<file path="src/rtl/gradients_pkg.sv">
// Shared encodings and window geometry for the 5x5 gradient frame sequencer.
package gradients_pkg;

    typedef enum logic [1:0] {
        IDLE  = 2'd0,
        RUN   = 2'd1,
        FLUSH = 2'd2,
        DONE  = 2'd3
    } state_t;

    localparam int WIN_RADIUS = 2;
    localparam int WIN_SIZE   = 5;

endpackage

</file>
<file path="src/rtl/gradients_frame_ctrl_valid_delay_line.sv">
// Fixed-depth shift register used to align side-band data with the gradient pipeline.
module valid_delay_line #(
    parameter int DEPTH = 1,
    parameter int WIDTH = 1
) (
    input  logic             clk,
    input  logic             rst,
    input  logic [WIDTH-1:0] d,
    output logic [WIDTH-1:0] q
);

    logic [DEPTH-1:0][WIDTH-1:0] pipe;

    always_ff @(posedge clk or posedge rst) begin
        if (rst) begin
            pipe <= '0;
        end else begin
            pipe[0] <= d;
            for (int i = 1; i < DEPTH; i++) pipe[i] <= pipe[i-1];
        end
    end

    assign q = pipe[DEPTH-1];

endmodule

</file>
<file path="src/rtl/gradients_frame_ctrl.sv">
// Frame sequencer: counts the pixel stream, qualifies interior windows and
// tracks them through the fixed datapath latency to an aligned out_valid.
module gradients_frame_ctrl
    import gradients_pkg::*;
#(
    parameter int IMG_W   = 64,
    parameter int IMG_H   = 64,
    parameter int LATENCY = 6,
    parameter int CW      = 12
) (
    input  logic          clk,
    input  logic          rst,
    input  logic          start,
    input  logic          in_valid,
    output logic          win_valid,
    output logic          out_valid,
    output logic [CW-1:0] out_row,
    output logic [CW-1:0] out_col,
    output logic          busy,
    output logic          frame_done,
    output logic          err_overrun
);

    localparam int FW = $clog2(LATENCY + 1);
    localparam int DW = 1 + 2 * CW;

    state_t        state, state_nxt;
    logic [CW-1:0] row, col;
    logic [CW-1:0] hold_row, hold_col;
    logic [CW-1:0] ctr_row, ctr_col;
    logic [FW-1:0] flush_cnt;
    logic          cnt_clr, cnt_adv, flush_load, last_pix;
    logic [DW-1:0] dl_in, dl_tap;

    assign last_pix  = (row == CW'(IMG_H - 1)) && (col == CW'(IMG_W - 1));
    assign win_valid = in_valid && (state == RUN) &&
                       (row >= CW'(WIN_SIZE - 1)) && (col >= CW'(WIN_SIZE - 1));
    assign ctr_row   = row - CW'(WIN_RADIUS);
    assign ctr_col   = col - CW'(WIN_RADIUS);

    always_ff @(posedge clk or posedge rst) begin
        if (rst) state <= IDLE;
        else     state <= state_nxt;
    end

    always_comb begin
        state_nxt  = state;
        cnt_clr    = 1'b0;
        cnt_adv    = 1'b0;
        flush_load = 1'b0;
        busy       = 1'b0;
        frame_done = 1'b0;
        case (state)
            IDLE: begin
                if (start) begin
                    state_nxt = RUN;
                    cnt_clr   = 1'b1;
                end
            end
            RUN: begin
                busy = 1'b1;
                if (in_valid) begin
                    cnt_adv = 1'b1;
                    if (last_pix) begin
                        state_nxt  = FLUSH;
                        flush_load = 1'b1;
                    end
                end
            end
            FLUSH: begin
                busy = 1'b1;
                if (flush_cnt == FW'(1)) state_nxt = DONE;
            end
            DONE: begin
                frame_done = 1'b1;
                state_nxt  = IDLE;
            end
            default: state_nxt = IDLE;
        endcase
    end

    always_ff @(posedge clk or posedge rst) begin
        if (rst) begin
            row         <= '0;
            col         <= '0;
            flush_cnt   <= '0;
            err_overrun <= 1'b0;
        end else begin
            if (cnt_clr) begin
                row <= '0;
                col <= '0;
            end else if (cnt_adv) begin
                if (col == CW'(IMG_W - 1)) begin
                    col <= '0;
                    row <= row + CW'(1);
                end else begin
                    col <= col + CW'(1);
                end
            end
            if (flush_load)          flush_cnt <= FW'(LATENCY);
            else if (state == FLUSH) flush_cnt <= flush_cnt - FW'(1);
            if (in_valid && (state == IDLE || state == FLUSH)) err_overrun <= 1'b1;
        end
    end

    // Non-qualified slots carry the most recent centre so the tap holds
    // its coordinates while out_valid is low.
    always_ff @(posedge clk or posedge rst) begin
        if (rst) begin
            hold_row <= '0;
            hold_col <= '0;
        end else if (win_valid) begin
            hold_row <= ctr_row;
            hold_col <= ctr_col;
        end
    end

    assign dl_in = {win_valid,
                    win_valid ? ctr_row : hold_row,
                    win_valid ? ctr_col : hold_col};

    valid_delay_line #(
        .DEPTH (LATENCY),
        .WIDTH (DW)
    ) u_align (
        .clk (clk),
        .rst (rst),
        .d   (dl_in),
        .q   (dl_tap)
    );

    assign out_valid = dl_tap[DW-1];
    assign out_row   = dl_tap[2*CW-1:CW];
    assign out_col   = dl_tap[CW-1:0];

endmodule
</file>
<file path="config.mk">
export PLATFORM = sky130hd
export DESIGN_NAME = gradients_frame_ctrl
export DESIGN_NICKNAME = d
export VERILOG_FILES = /design/src/rtl/gradients_pkg.sv /design/src/rtl/gradients_frame_ctrl_valid_delay_line.sv /design/src/rtl/gradients_frame_ctrl.sv
export SDC_FILE = /design/constraint.sdc
export NUM_CORES = 1
export LEC_CHECK = 0
export ABC_AREA = 1
export BUFFER_PORTS_ARGS = -buffer_cell sky130_fd_sc_hd__buf_2
export CORE_ASPECT_RATIO = 0.75
export CORE_MARGIN = 2
export CORE_UTILIZATION = 61
export DETAILED_ROUTE_END_ITERATION = 8
export GPL_ROUTABILITY_DRIVEN = 0
export HOLD_SLACK_MARGIN = 0.08
export PLACE_DENSITY = 0.79
export SYNTH_ARGS = -nofsm -noshare
export SYNTH_HDL_FRONTEND = slang
export SYNTH_HIERARCHICAL = 1
export SYNTH_SLANG_ARGS = --single-unit
</file>
<file path="constraint.sdc">
create_clock -name clk -period 5.7 [get_ports clk]
set_clock_uncertainty 0.1 [all_clocks]
set_input_delay 0 -clock clk [delete_from_list [all_inputs] [get_ports clk]]
set_output_delay 0 -clock clk [all_outputs]
set_load 0.005 [all_outputs]
</file>
Word level (Yosys, flattened, before mapping)

Cells that the tools add are included.

Flip-flop bits (word level): 204
Latch bits: 0
RAM bits: 0
Memory bits (read-only): 0
Input port bits: 4
Output and inout port bits: 29
Logic and storage cells: 67
Memories kept: 0

$add $sub $neg: 5
Multiply operators: 0
Divide/modulo/power cells: 0
Order comparisons: 2
Eq/ne operators: 10
Shift-type cells: 0
Mux-type cells: 24
Bitwise gates (word level): 0
Reduce and logical (&&, ||, !) cells: 13

Operator list:

| cell                                                                    | count |
|---|---|
| 12-bit 2-to-1 mux                                                       | 8 |
| 12-bit by 1-bit adder with 12-bit output (second input constant)        | 2 |
| 12-bit by 6-bit == test with 1-bit output (second input constant)       | 2 |
| 12-bit by 3-bit >= comparator with 1-bit output (second input constant) | 2 |
| 12-bit by 2-bit subtractor with 12-bit output (second input constant)   | 2 |
| 1-bit 2-to-1 mux                                                        | 9 |
| 2-bit 2-to-1 mux                                                        | 4 |
| 2-bit inequality test (second input constant)                           | 4 |
| 2-bit one-hot mux with 4 select lines                                   | 1 |
| 3-bit 2-to-1 mux                                                        | 2 |
| 2-bit nonzero test                                                      | 3 |
| 1-bit logical AND                                                       | 5 |
| 2-bit == test (second input constant)                                   | 2 |
| 4-bit AND reduction                                                     | 1 |
| 3-bit by 1-bit == test with 1-bit output (second input constant)        | 1 |
| 3-bit by 1-bit subtractor with 3-bit output (second input constant)     | 1 |
| 2-bit by 1-bit == test with 1-bit output (second input constant)        | 1 |
| 2-bit logical NOT                                                       | 1 |
| 2-bit AND reduction                                                     | 1 |
| 2-bit OR reduction                                                      | 1 |
| 1-bit logical OR                                                        | 1 |

Logic depth before layout (Yosys ltp)

Depth in word-level cells: 6
Mapped depth: 10
Mapped depth without buffers: 10

Hierarchy

Netlist, hierarchy kept.

Modules (own cells, without submodules):

| module               | instances | cells an instance | area each (µm²) | seq. area each (µm²) |
|---|---|---|---|---|
| valid_delay_line     | 1         | 176               | 3945.0          | 3753.6 |
| gradients_frame_ctrl | 1         | 410               | 3258.1          | 1351.3 |

Worst setup path before layout

OpenSTA, ideal clock, no wires.

Path type: register -> register
Start point: register state[1]
End point: register col[8]
Library setup time: 125 ps
Arrival time: 1348 ps
Data required time: 5475 ps
Slack: 4127 ps
Stages on the path, launching flop included: 10
Buffers on the path: 0
Clock period less this slack: 1573 ps
Cells stage by stage: dfrtp_1 > inv_1 > ha_1 > nand2_2 > nand2_2 > nand2_1 > inv_1 > nand2_1 > nor3_1 > nor3_1

Cells in the longest elaborated chain, start to end: 3
Elaborated cells between the ends (all ways): 6
Classes of those cells: eq/ne (1); mux (3); reduce/logical (2)

RTL lines:

| what                                                                                 | line                       | source |
|---|---|---|
| from (decl)                                                                          | gradients_frame_ctrl.sv:27 | `state_t state, state_nxt;` |
| from (signal assigned)                                                               | gradients_frame_ctrl.sv:43 | `else state <= state_nxt;` |
| 2-bit by 1-bit == test with 1-bit output / 2-bit logical NOT (equally long branches) | gradients_frame_ctrl.sv:53 | `case (state)` |
| 1-bit 2-to-1 mux                                                                     | gradients_frame_ctrl.sv:53 |  |
| 2-bit nonzero test (no line) / 12-bit 2-to-1 mux (equally long branches)             | --                         |  |
| to (signal assigned)                                                                 | gradients_frame_ctrl.sv:97 | `col <= col + CW'(1);` |
| to (decl)                                                                            | gradients_frame_ctrl.sv:28 | `logic [CW-1:0] row, col;` |

Parallel ways exist; a longest one is shown, timed or not.
A chain may end at the register's enable or synchronous reset.

Worst setup path in the final report

Start point: register row[9]
End point: output win_valid

Cells in the longest elaborated chain, start to end: 3

RTL lines:

| what                                            | line                       | source |
|---|---|---|
| from (decl)                                     | gradients_frame_ctrl.sv:28 |  |
| from (signal assigned)                          | gradients_frame_ctrl.sv:95 | `row <= row + CW'(1);` |
| 12-bit by 3-bit >= comparator with 1-bit output | gradients_frame_ctrl.sv:37 | `(row >= CW'(WIN_SIZE - 1)) && (col >= CW'(WIN_SIZE - 1));` |
| 1-bit logical AND                               | gradients_frame_ctrl.sv:36 | `assign win_valid = in_valid && (state == RUN) &&` |
| 1-bit logical AND                               | gradients_frame_ctrl.sv:37 |  |
| to (decl)                                       | gradients_frame_ctrl.sv:15 | `output logic win_valid,` |

No other way between the ends.

==> flow_summary.ini <==
[pwr]
peakVddDrop_mv = 0.203
leakagePower_uw = 0.00394
power_frac_comb = 0.204
clkPwrFrac = 0.266
power_uw = 4410
p_switching_uw = 1390
seqPwrFrac = 0.529
p_per_area_mw_per_mm2 = 560
switching_share = 0.314
p_int_uw = 3030

[floorplan]
die_area_sq_mm = 0.0127
rows = 34
start_util = 0.623
die_w_microns = 129
die_y_microns = 98.1
io_pins = 33
core_sq_mm = 0.0116

[clock_tree]
path_clk_slew_ns = 0.06
tritoncts = built
clk-insertion-delay-late_ns = 0.48
clkSinkCount = 204
ctsHoldBuffers = 3
root_buffer = clkbuf_16
clk_path_buf_depth = 3
htreeDepth = 1
cts_buffers = 19
cts_setup_buffers = 0
cts-resized-gates = 0

[route]
avgViaCountPerCell = 5.36
drt-total-wl_microns = 14000
routedWlPerCell_microns = 18.0
drt_iter0_drc = 532
ant_nets = 0
vias = 4160
drtPass1Iterations = 5
drcViolationCount = 0

[yosys]
avgSynthCellArea_sq_um = 12.3
muxShareOfSynthArea = 0
ys_warn_count = 6
synth_top_family_by_area = simple AND/OR/NAND/NOR gates
synth_compound_area_frac = 0.0426
postSynthNetCount = 604
synth-seq-area-share = 0.709
synth_top_cell_area_share = 0.709
yosys.area_share.adder = 0.0243
syn_area_sq_mm = 0.00720
synthXorXnorAreaFrac = 0.0268
netlist_instances = 586
synth_simple_gate_area_frac = 0.132
synthDistinctLibCells = 33
synthTopCellsByArea = dfrtp_1, nand2_1, buf_4
post-synth-top-area-cell = dfrtp_1
synth.ff_latch_count = 204

[min_path]
hold_path_class = input port to asynchronous set/reset pin

[sta]
min_period_over_period = 0.430
worst_slack_ns = 3.25
hold_violations = 0
tightest_slew_ns = 1.13
max_freq_mhz = 408
finalSetupViolCount = 0
fin_worst_hold_slack_ns = 0.0827
finalCriticalPeriod_ns = 2.45
grt_setup_unrepaired = no
slew_headroom = 0.242
slew_viol_final = 0
finalSetupTns_ns = 0

[placement]
portBuffers = 32
dpl.hpwl_microns = 7220
dp_slack_ns = 3.58

[setup_path]
setup.worst_path.start_class = register
path_class = register to output port
crit_fanout = 44
cp_data_arrival_time_ns = 2.35
cp-end-kind = output port
critical_path_required_ns = 5.60

[cells_and_area]
fillers = 731
final_nets = 621
fin_util = 0.681
layout-drive-gt1-share = 0.153
syn_to_final_growth_pct = 9.35
diodes = 0

[grt]
grt_max_degree = 83
grt_pass1_wl_microns = 22800
overflow = 0
grtUsageTotal = 0.235
grt_pass1_vias = 4334
grt_antenna_before_repair = 0

[status]
status = completed

[job]
maxCapViolCount = 0
[cells by family after synthesis]
kind of cell	count (synthesis)
xor gates and xnor gates	22
AOI/OAI and AO/OA	51
DFF	204
buffers and inverters	85
and+or+nand+nor	210
adders and majority gates	14
[critical path, cell delays in order (launching register included)]
cell and delay (ns):
dfrtp_1 0.53, nor2_2 0.27, nand2_1 0.13, nor2_1 0.15
a21oi_2 0.09, nand2_4 0.36, inv_2 0.17, buf_2 0.17
[metal layers]
metal	GRT usage	wire length [microns]	up-vias	share of wire
li1	-	-	1862	-
met1	0.318	5770	2083	0.41
met2	0.381	6830	173	0.49
met3	0.0592	1020	42	0.073
met4	0.0720	340	0	0.024
met5	0	0	-	0
[placed cells by master (no fill, tap or decap), drive strengths merged]
master / n
a21o: 1
a21oi: 5
a31oi: 1
buf: 33
clkbuf: 28
clkinv: 3
dfrtp: 204
dlygate4sd3: 3
ha: 14
inv: 46
nand2: 117
nand3: 20
nand3b: 1
nand4: 11
nor2: 49
nor3: 9
nor3b: 1
o21ai: 38
o21bai: 2
o22ai: 4
or2: 2
xnor2: 2
xor2: 20
[registers in the layout (all words and copies together) (netlist names)]
register,cells
flush_cnt,3
state,2
col,12
hold_col,12
u_align/q,25
row,12
hold_row,12
err_overrun,1
u_align/pipe,125
[cells in the mapped netlist (all sizes together)]
cell type	n
xor2	20
dfrtp	204
or2	2
nand2	117
xnor2	2
nand3b	1
nand3	20
inv	45
nor2	49
buf	39
a31oi	1
clkbuf	1
nor3	9
o21ai	38
nand4	11
o22ai	4
a21o	1
ha	14
nor3b	1
o21bai	2
a21oi	5
[power by group through the flow]
| stage | Sequential [uW] | Combinational, uW | Clock (uW) |
|---|---|---|---|
| after detailed placement | 2300 | 823 | 0 |
| after CTS | 2340 | 898 | 1200 |
| after global placement | 2240 | 783 | 0 |
| after global routing | 2390 | 1010 | 1270 |
| after floorplan | 2200 | 735 | 0 |
| final | 2340 | 901 | 1180 |
[stage by stage]
stage | area, sq um | instances
floorplan | 7200 | 586
global placement | 7270 | 741
detailed placement | 7270 | 741
CTS | 7880 | 776
global route | 7880 | 776
finish | 7880 | 776
[area by class of cell]
class,count,area [sq um],share of cell area
multi-input cells,297,1620,0.206
clock buffers,28,549,0.0697
clock inverters,4,23.8,0.00302
well taps,162,203,0.0257
inverters,45,174,0.0221
flip-flops and latches,204,5100,0.648
repair buffers,36,198,0.0251
[worst paths after layout]
check / cells past startpoint / to / slack (ns) / start
setup / recovery: 7 / win_valid / 3.25 / row[9]
hold / removal: 3 / u_align/pipe[12] / 0.08 / rst
setup reg to reg: 7 / col[7] / 3.54 / state[0]
hold reg to reg: 0 / u_align/pipe[60] / 0.25 / u_align/pipe[35]
max in group asynchronous: 4 / u_align/q[6] / 3.98 / rst
min in group clk: 3 / err_overrun / 0.21 / in_valid
Note: power is estimated with default switching activity, not from simulation.
